### src/rtl/bucket_select_pkg.sv
// ---------------------------------------------------------------------------
// bucket_select_pkg
//   Shared definitions for the bucket select engine:
//     - state_e   : engine FSM encoding (ST_IDLE / ST_SCAN / ST_DONE)
//     - idx_width : tag width for K entries per vector
//     - val_width : key / bucket index width for SIZE buckets
//     - entry_width : packed entry width {tag, key}
// ---------------------------------------------------------------------------
package bucket_select_pkg;

    typedef enum logic [1:0] {
        ST_IDLE = 2'd0,
        ST_SCAN = 2'd1,
        ST_DONE = 2'd2
    } state_e;

    function automatic int idx_width(input int k);
        return $clog2(k);
    endfunction

    function automatic int val_width(input int size);
        return $clog2(size);
    endfunction

    function automatic int entry_width(input int k, input int size);
        return $clog2(k) + $clog2(size);
    endfunction

endpackage

### src/rtl/bucket_match_lane.sv
// ---------------------------------------------------------------------------
// bucket_match_lane
//   Combinational matcher for one bucket. Compares every registered entry key
//   against the bucket index and returns the tag of the lowest-numbered match.
//
//   Ports:
//     bucket  in   VAL_W        bucket index being evaluated
//     entries in   K*ENTRY_W    entry j at [j*ENTRY_W +: ENTRY_W], key in low bits
//     tag     out  IDX_W        tag of lowest matching entry (0 when no match)
//     hit     out  1            at least one entry matched
//     dup     out  1            two or more entries matched
//                               (only when BUCKET_SELECT_DUP_DETECT_EN is defined)
// ---------------------------------------------------------------------------
module bucket_match_lane
    import bucket_select_pkg::*;
#(
    parameter int SIZE = 16,
    parameter int K    = 8,
    localparam int IDX_W   = idx_width(K),
    localparam int VAL_W   = val_width(SIZE),
    localparam int ENTRY_W = entry_width(K, SIZE)
) (
    input  logic [VAL_W-1:0]     bucket,
    input  logic [K*ENTRY_W-1:0] entries,
    output logic [IDX_W-1:0]     tag,
    output logic                 hit
`ifdef BUCKET_SELECT_DUP_DETECT_EN
    ,
    output logic                 dup
`endif
);

    // Ascending scan: the first match claims the tag, so later matches can
    // only flag a duplicate and never override the lowest-index winner.
    always_comb begin
        tag = '0;
        hit = 1'b0;
`ifdef BUCKET_SELECT_DUP_DETECT_EN
        dup = 1'b0;
`endif
        for (int j = 0; j < K; j++) begin
            if (entries[j*ENTRY_W +: VAL_W] == bucket) begin
                if (!hit) begin
                    hit = 1'b1;
                    tag = entries[j*ENTRY_W + VAL_W +: IDX_W];
                end
`ifdef BUCKET_SELECT_DUP_DETECT_EN
                else begin
                    dup = 1'b1;
                end
`endif
            end
        end
    end

endmodule

### src/rtl/bucket_select_engine.sv
// ---------------------------------------------------------------------------
// bucket_select_engine
//   Handshaked bucket selector. Accepts a vector of K tagged entries, then
//   scans all SIZE buckets LANES at a time over PASSES = SIZE/LANES cycles.
//   For each bucket it reports the tag of the lowest-numbered entry whose key
//   equals the bucket index, plus a hit flag.
//
//   Optional feature macro: BUCKET_SELECT_DUP_DETECT_EN adds the dup output.
//
//   Ports:
//     clk         in   1           system clock
//     rst_n       in   1           asynchronous active-low reset
//     in_valid    in   1           input vector valid
//     in_ready    out  1           engine idle and able to accept
//     in_entries  in   K*ENTRY_W   entry j at [j*ENTRY_W +: ENTRY_W]
//     out_valid   out  1           results complete and stable
//     out_ready   in   1           consumer accepts results
//     results     out  SIZE*IDX_W  tag for bucket n at [n*IDX_W +: IDX_W]
//     hits        out  SIZE        hits[n] set when some entry has key n
//     dup         out  SIZE        dup[n] set when two or more entries have key n
// ---------------------------------------------------------------------------
module bucket_select_engine
    import bucket_select_pkg::*;
#(
    parameter int SIZE  = 16,
    parameter int K     = 8,
    parameter int LANES = 4,
    localparam int IDX_W   = idx_width(K),
    localparam int VAL_W   = val_width(SIZE),
    localparam int ENTRY_W = entry_width(K, SIZE),
    localparam int PASSES  = SIZE / LANES
) (
    input  logic                  clk,
    input  logic                  rst_n,
    input  logic                  in_valid,
    output logic                  in_ready,
    input  logic [K*ENTRY_W-1:0]  in_entries,
    output logic                  out_valid,
    input  logic                  out_ready,
    output logic [SIZE*IDX_W-1:0] results,
    output logic [SIZE-1:0]       hits
`ifdef BUCKET_SELECT_DUP_DETECT_EN
    ,
    output logic [SIZE-1:0]       dup
`endif
);

    // A single-pass build still needs a one-bit counter to keep widths legal.
    localparam int PASS_W = (PASSES > 1) ? $clog2(PASSES) : 1;
    localparam logic [PASS_W-1:0] LAST_PASS = PASS_W'(PASSES - 1);

    state_e                state_q,   state_d;
    logic [PASS_W-1:0]     pass_q,    pass_d;
    logic [K*ENTRY_W-1:0]  entries_q, entries_d;
    logic [SIZE*IDX_W-1:0] results_q, results_d;
    logic [SIZE-1:0]       hits_q,    hits_d;
`ifdef BUCKET_SELECT_DUP_DETECT_EN
    logic [SIZE-1:0]       dup_q,     dup_d;
    logic [LANES-1:0]      lane_dup;
`endif

    logic [VAL_W-1:0] lane_bucket [LANES];
    logic [IDX_W-1:0] lane_tag    [LANES];
    logic [LANES-1:0] lane_hit;

    // Lane l always looks at bucket pass*LANES + l.
    for (genvar l = 0; l < LANES; l++) begin : g_lane
        assign lane_bucket[l] = VAL_W'(32'(pass_q) * 32'(LANES) + 32'(l));

        bucket_match_lane #(
            .SIZE (SIZE),
            .K    (K)
        ) u_lane (
            .bucket  (lane_bucket[l]),
            .entries (entries_q),
            .tag     (lane_tag[l]),
            .hit     (lane_hit[l])
`ifdef BUCKET_SELECT_DUP_DETECT_EN
            ,
            .dup     (lane_dup[l])
`endif
        );
    end

    // Next-state and datapath update. Result slots are addressed with
    // constant indices: bucket n belongs to pass n/LANES and lane n%LANES.
    always_comb begin
        state_d   = state_q;
        pass_d    = pass_q;
        entries_d = entries_q;
        results_d = results_q;
        hits_d    = hits_q;
`ifdef BUCKET_SELECT_DUP_DETECT_EN
        dup_d     = dup_q;
`endif
        case (state_q)
            ST_IDLE: begin
                if (in_valid) begin
                    entries_d = in_entries;
                    results_d = '0;
                    hits_d    = '0;
`ifdef BUCKET_SELECT_DUP_DETECT_EN
                    dup_d     = '0;
`endif
                    pass_d    = '0;
                    state_d   = ST_SCAN;
                end
            end
            ST_SCAN: begin
                for (int n = 0; n < SIZE; n++) begin
                    if (pass_q == PASS_W'(n / LANES)) begin
                        results_d[n*IDX_W +: IDX_W] = lane_tag[n % LANES];
                        hits_d[n]                   = lane_hit[n % LANES];
`ifdef BUCKET_SELECT_DUP_DETECT_EN
                        dup_d[n]                    = lane_dup[n % LANES];
`endif
                    end
                end
                if (pass_q == LAST_PASS) begin
                    pass_d  = '0;
                    state_d = ST_DONE;
                end else begin
                    pass_d  = pass_q + PASS_W'(1);
                end
            end
            ST_DONE: begin
                if (out_ready) begin
                    state_d = ST_IDLE;
                end
            end
            default: begin
                state_d = ST_IDLE;
            end
        endcase
    end

    always_ff @(posedge clk or negedge rst_n) begin
        if (!rst_n) begin
            state_q   <= ST_IDLE;
            pass_q    <= '0;
            entries_q <= '0;
            results_q <= '0;
            hits_q    <= '0;
`ifdef BUCKET_SELECT_DUP_DETECT_EN
            dup_q     <= '0;
`endif
        end else begin
            state_q   <= state_d;
            pass_q    <= pass_d;
            entries_q <= entries_d;
            results_q <= results_d;
            hits_q    <= hits_d;
`ifdef BUCKET_SELECT_DUP_DETECT_EN
            dup_q     <= dup_d;
`endif
        end
    end

    assign in_ready  = (state_q == ST_IDLE);
    assign out_valid = (state_q == ST_DONE);
    assign results   = results_q;
    assign hits      = hits_q;
`ifdef BUCKET_SELECT_DUP_DETECT_EN
    assign dup       = dup_q;
`endif

endmodule
### config.mk
export PLATFORM = sky130hd
export DESIGN_NAME = bucket_select_engine
export DESIGN_NICKNAME = d
export VERILOG_FILES = /design/src/rtl/bucket_select_pkg.sv /design/src/rtl/bucket_match_lane.sv /design/src/rtl/bucket_select_engine.sv
export SDC_FILE = /design/constraint.sdc
export NUM_CORES = 1
export LEC_CHECK = 0
export CAP_MARGIN = 20
export CORE_ASPECT_RATIO = 0.7
export CORE_MARGIN = 4
export CORE_UTILIZATION = 50
export DETAILED_ROUTE_END_ITERATION = 10
export PLACE_DENSITY = 0.75
export SLEW_MARGIN = 20
export SYNTH_ARGS = -nofsm -noshare
export SYNTH_HDL_FRONTEND = slang
export SYNTH_SLANG_ARGS = --single-unit
### constraint.sdc
create_clock -name clk -period 3.14 [get_ports clk]
set_clock_uncertainty 0.1 [all_clocks]
set_input_delay 0.628 -clock clk [delete_from_list [all_inputs] [get_ports clk]]
set_output_delay 0.628 -clock clk [all_outputs]
set_load 0.005 [all_outputs]
-- Word-level counts from Yosys, hierarchy flattened
Index checks and enable logic that the tools add are counted.
- bits in registers: 124
- input port bits: 60
- output and inout port bits: 66
- word-level logic and storage cells: 203
- $add $sub $neg: 4
- eq/ne operators: 43
- mux-type cells: 135
- reductions and logical operators: 10
- operators by type and width (kind ; number):
    two-way mux 3 bit ; 76
    equality test 4 bit ; 32
    one-hot mux 48 bit (2 select lines) ; 1
    two-way mux 1 bit ; 48
    two-way mux 48 bit ; 1
    one-hot mux 16 bit (2 select lines) ; 1
    two-way mux 16 bit ; 1
    AND reduction 3 bit ; 5
    two-way mux 2 bit ; 5
    inequality test 2 bit, second input constant ; 5
    adder 4 x 2 -> 4 bit, second input constant ; 2
    equality test 2 bit, second input constant ; 3
    one-hot mux 2 bit (3 select lines) ; 1
    adder 4 x 1 -> 4 bit, second input constant ; 1
    equality test 2 x 1 -> 1 bit, second input constant ; 2
    logical NOT 2 bit ; 2
    one-hot mux 2 bit (2 select lines) ; 1
    AND reduction 2 bit ; 2
    adder 2 x 1 -> 2 bit, second input constant ; 1
    inequality test 2 x 1 -> 1 bit, second input constant ; 1
    nonzero test 2 bit ; 1

-- Depth between registers and ports, before layout
- word-level depth: 19
- gate-level depth with buffers: 10
- mapped depth without buffers: 7

-- Cells and area by module
Synthesis repeated with hierarchy kept, for this count alone.
- cells, all modules: 737
- area total of the unflattened synthesis: 8212.9 um2
- modules (own cells, without submodules) (module ; times used ; cells each ; area each (um2) ; seq. area each (um2)):
    bucket_select_engine ; 1 ; 385 ; 5444.0 ; 3103.0
    bucket_match_lane at g_lane[1].u_lane ... ; 3 ; 88 ; 685.7 ; 0.0
    bucket_match_lane at g_lane[0].u_lane ; 1 ; 88 ; 711.9 ; 0.0

-- Least setup slack after synthesis
No wires, ideal clock.
- path kind: reg-to-reg
- start point: reg pass_q[1] (netlist name)
- end point: reg entries_q[0]
- library setup time: 0.125 ns
- arrival time: 2.136 ns
- required time: 2.915 ns
- setup slack: 0.779 ns
- cell stages (with the launch flop): 10
- buffers on the path: 3
- period minus slack after synthesis: 2.361 ns
- path through: dfrtp_1 -> buf_6 -> buf_8 -> inv_1 -> ha_1 -> nand2_1 -> a21o_1 -> nor2_1 -> buf_2 -> mux2_2
- RTL lines (item ; line ; RTL):
    end signal: assignment ; bucket_select_engine.sv:150 ; entries_q <= entries_d;
    end: declaration ; bucket_select_engine.sv:54 ; logic [K*ENTRY_W-1:0] entries_q, entries_d;

-- Final worst setup path
- start point: reg pass_q[1]
- end point: reg results_q[27] (netlist: results[27])
- cells in the longest elaborated chain, start to end: 19
- elaborated cells on any way between the ends: 36
- classes of those cells: add/sub (1); eq/ne (10); mux (24); reduce/logical (1)
- ends and longest elaborated chain (item ; line ; RTL):
    start: declaration ; bucket_select_engine.sv:53 ; logic [PASS_W-1:0] pass_q, pass_d;
    start signal: assignment ; bucket_select_engine.sv:149 ; pass_q <= pass_d;
    adder 4 x 1 -> 4 bit ; bucket_select_engine.sv:68 ; assign lane_bucket[l] = VAL_W'(32'(pass_q) * 32'(LANES) + 32'(l));
    equality test 4 bit ; bucket_match_lane.sv:42 ; if (entries[j*ENTRY_W +: VAL_W] == bucket) begin
    two-way mux 3 bit / two-way mux 1 bit (equally long branches) ; bucket_match_lane.sv:42 ;
    two-way mux 3 bit ; bucket_match_lane.sv:43 ; if (!hit) begin
    two-way mux 3 bit ; bucket_match_lane.sv:42 ;
    two-way mux 3 bit ; bucket_match_lane.sv:43 ;
    two-way mux 3 bit ; bucket_match_lane.sv:42 ;
    two-way mux 3 bit ; bucket_match_lane.sv:43 ;
    [3 not listed] ; n/a ;
    two-way mux 3 bit ; bucket_match_lane.sv:43 ;
    two-way mux 3 bit ; bucket_match_lane.sv:42 ;
    two-way mux 3 bit ; bucket_match_lane.sv:43 ;
    two-way mux 3 bit ; bucket_match_lane.sv:42 ;
    two-way mux 3 bit ; bucket_match_lane.sv:43 ;
    two-way mux 3 bit ; bucket_match_lane.sv:42 ;
    two-way mux 3 bit ; bucket_select_engine.sv:111 ; if (pass_q == PASS_W'(n / LANES)) begin
    one-hot mux 48 bit (2 select lines) ; bucket_select_engine.sv:96 ; case (state_q)
    end signal: assignment ; bucket_select_engine.sv:151 ; results_q <= results_d;
    end: declaration ; bucket_select_engine.sv:55 ; logic [SIZE*IDX_W-1:0] results_q, results_d;
Parallel ways exist; a longest one is shown, timed or not. The select of a mux whose other input is x is not followed.
A chain may end at the register's enable or synchronous reset.

==> summary.txt <==
Status
  – Status: complete, no violations

Global route
  – Gr usage total: 30.04%
  – Initial antenna violation count: 0
  – GR Overflow Total: 0
  – Vias in the first global route: 6723
  – First-pass GRT wire length: 38670 um
  – Pin count of the biggest net entering global routing: 125

Routing
  – Drt wl/cell: 23.49 um
  – 1st-iter DRT viols: 764
  – Final WL: 25040 um
  – First-pass iteration count of the detailed router: 6
  – Via count: 6903
  – Post-route ant nets: 0
  – DRC viols: 0
  – Vias per cell: 6.476

Finish
  – Area grow syn2layout: 28.46%
  – Fraction of final layout cells with drive strength greater than 1: 16.89%
  – N_diodes: 0
  – # nets final: 927

Logic synthesis
  – Mapped Cells: 737
  – Main flop type after synthesis: dfrtp_1
  – Register area share after synthesis: 42.24%
  – Async set-reset flop share out of synthesis: 100.0%
  – Synthesis-stage register bit count: 124
  – Synthesis Warnings: 0
  – Syn_area_per_cell: 9.967 um^2
  – Post-synth EDFFs: 0
  – Post-synth cell types: 77
  – Synthesized Nets: 801
  – Cell area after synthesis: 7346 um^2

CTS
  – Clk Latency, worst-skew pair: 0.42 ns
  – CTS resizes: 0
  – Post-CTS Setup Inserts: 0
  – Root Driver: clkbuf_16
  – H-tree depth: 4
  – CTS Hold Buffers Added: 0
  – CTS sink count: 124
  – Maximum buffer depth of the clock tree: 2
  – CTS Buf Count: 17
  – CTS tree: yes
  – Clock transition at path regs: 0.06 ns

Floorplan
  – Site Rows: 36
  – Die width: 152.9 um
  – Initial Util: 51.94%
  – Die H: 109.4 um
  – # IOs: 126
  – Die area: 16730 um^2
  – Core region area: 14140 um^2

Critical path
  – R2R setup slack: 0.19 ns
  – WP data arrival: 3.21 ns
  – Worst r2r src: pass_q[1]
  – R2R cell count: 7
  – Crit. End Element: register
  – Kind of critical path: register to register
  – CP Launch Type: register
  – CP max FO: 6
  – R2r endpoint: results[27]
  – Critical Path RT: 3.39 ns

Power
  – Worst VDD drop: 0.5950 mV
  – Pwr per Cell Area: 1252 nW/um^2
  – Lkg Pwr: 3.793 nW

Timing
  – Final Max Tran Viols: 0
  – Setup Total Neg Slack: 0 ns
  – Period utilization: 94.01%
  – Max Clk Rate: 0.3388 GHz
  – Worst slew margin: 43.13%
  – Worst-margin pin slew: 0.8509 ns
  – Hold Slack: 0.1555 ns
  – Final hold violation count: 0
  – Post-route minimum period: 2.952 ns
  – RSZ-0062 raised after global routing: false
  – Final setup fails: 0

Placed design
  – DP Wirelength: 19010 um
  – Final GP Congestion: 0.9557
  – IO Port Bufs: 125

Run
  – Max-cap violations: 0

Min path
  – Hold Path Class: primary input to async pin
[cell usage after synthesis (4+ instances only)]
library cell  number  area (um^2)
a31oi_1            7        43.79
or3_1             11        68.82
a21oi_1           38        190.2
o32a_1             9        90.09
o221ai_1          15        131.4
xor2_1             9        78.83
xnor2_1            8        70.07
nor4_1            11        68.82
dfrtp_1          124         3103
nand2b_1           6        37.54
a311oi_1           4        35.03
or4_1              6        45.04
nand3b_1           4        30.03
a21o_1             7        52.55
inv_1              6        22.52
buf_6              4        45.04
a211oi_1          10        75.07
o21ai_0           28        140.1
nand3_1           21        105.1
nor2_1            38        142.6
o21ai_1            5        25.02
a222oi_1          12        120.1
buf_2             13        65.06
mux2i_1           13        130.1
clkbuf_1          26        97.59
nor3_1            21        105.1
o211ai_1           8        60.06
and3_1            11        68.82
nor2b_1            4        25.02
o2111ai_1         13        113.9
a22oi_1            7        52.55
nor4b_2            4        60.06
o2bb2ai_1          4        35.03
nor4b_1            7        61.31
o22a_1             4        35.03
mux2_2            53        596.8
nand2_1           93        349.1
xor2_2             5        81.33
ha_1               4        50.05
[metal layers]
| metal | part of all wire (%) | up-vias | GRT usage, % |
|---|---|---|---|
| met2 | 41 | 408 | 43.00 |
| met5 | 0 | - | 0 |
| met4 | 1.8 | 0 | 8.709 |
| met3 | 11 | 38 | 7.946 |
| li1 | - | 3081 | - |
| met1 | 46 | 3376 | 44.86 |
[registers in the layout (all words and copies together) (netlist names)]
| register | flops |
|---|---|
| results | 48 |
| entries_q | 56 |
| pass_q | 2 |
| hits | 16 |
| state_q | 2 |
[worst max-delay path, cell delays in order (launching register included)]
cell and delay [ns]:
dfrtp_1 0.42, buf_4 0.18, xor2_1 0.21, nor4b_2 0.78, nor2_1 0.24, a211oi_1 0.64, o2111ai_1 0.20, nand2_1 0.09
[report_power, final]
| group | internal [mW] | switching (mW) | leakage [nW] |
|---|---|---|---|
| Clock | 1.10 | 0.780 | 0.272 |
| Combinational | 2.72 | 4.04 | 1.95 |
| Sequential | 2.29 | 0.878 | 1.57 |
[worst max-delay path by stage]
stage,slack (ns),start,to,cells past startpoint
after floorplan,0.78,pass_q[1],entries_q[0],9
after CTS,0.23,pass_q[1],results[27],7
final,0.19,pass_q[1],results[27],7
after global placement,0.40,pass_q[1],results[27],7
after global routing,0.03,pass_q[0],results[5],7
after detailed placement,0.27,pass_q[1],results[27],7
[kinds of logic after synthesis]
family                     after synthesis  share of synthesized area, %
xor gates and xnor gates                24                         3.884
buffers and inverters                   54                         3.662
DFF                                    124                         42.24
adders and majority gates                4                        0.6813
muxes                                   66                         9.896
and+or+nand+nor                        264                         19.62
AOI/OAI and AO/OA                      201                         20.01
[per-stage QoR]
step | setup slack [ns] | util, % | instances | power [mW] | area, um^2
3_3_place_gp | 0.4013 | 62.72 | 1034 | 9.558 | 8871
5_1_grt | 0.03182 | 66.72 | 1066 | 12.49 | 9437
3_5_place_dp | 0.2697 | 62.72 | 1034 | 9.733 | 8871
4_1_cts | 0.2291 | 66.72 | 1066 | 11.68 | 9437
6_report | 0.1880 | 66.72 | 1066 | 11.82 | 9437
2_1_floorplan | 0.7793 | - | 737 | 7.199 | 7346
[layout by cell type (no fill, tap or decap), drive strengths merged, types with 4 or more instances in the layout]
cell           count
o2111ai           13
a21o               7
nor4              14
o21ai             33
clkdlybuf4s50    124
mux2i             13
o211ai             8
a211oi            10
clkinv             6
a21oi             39
a311oi             4
xnor2              8
a222oi            12
a31o               4
xor2              16
o31ai              4
nand3             23
o2bb2ai            4
nor3              24
clkbuf            17
or4                6
and3              11
o22a               4
nand2             93
or4b               4
inv               11
nor2b              4
o221ai            15
a22oi              7
or3               12
ha                 4
nand3b             4
mux2              53
buf               31
o32a               9
nand2b             6
a31oi              7
nor4b             13
dfrtp            124
nor2              38
[final cells by class]
class                      instances  area, um^2
clock buffer                      17       425.4
clock inverter                    15       140.1
fill                            1098        4707
inverter                           6       22.52
multi-input combinational        559        3984
sequential                       124        3103
tap                              190       237.7
timing repair buffer             155        1524
(Power assumes the default switching activity.)
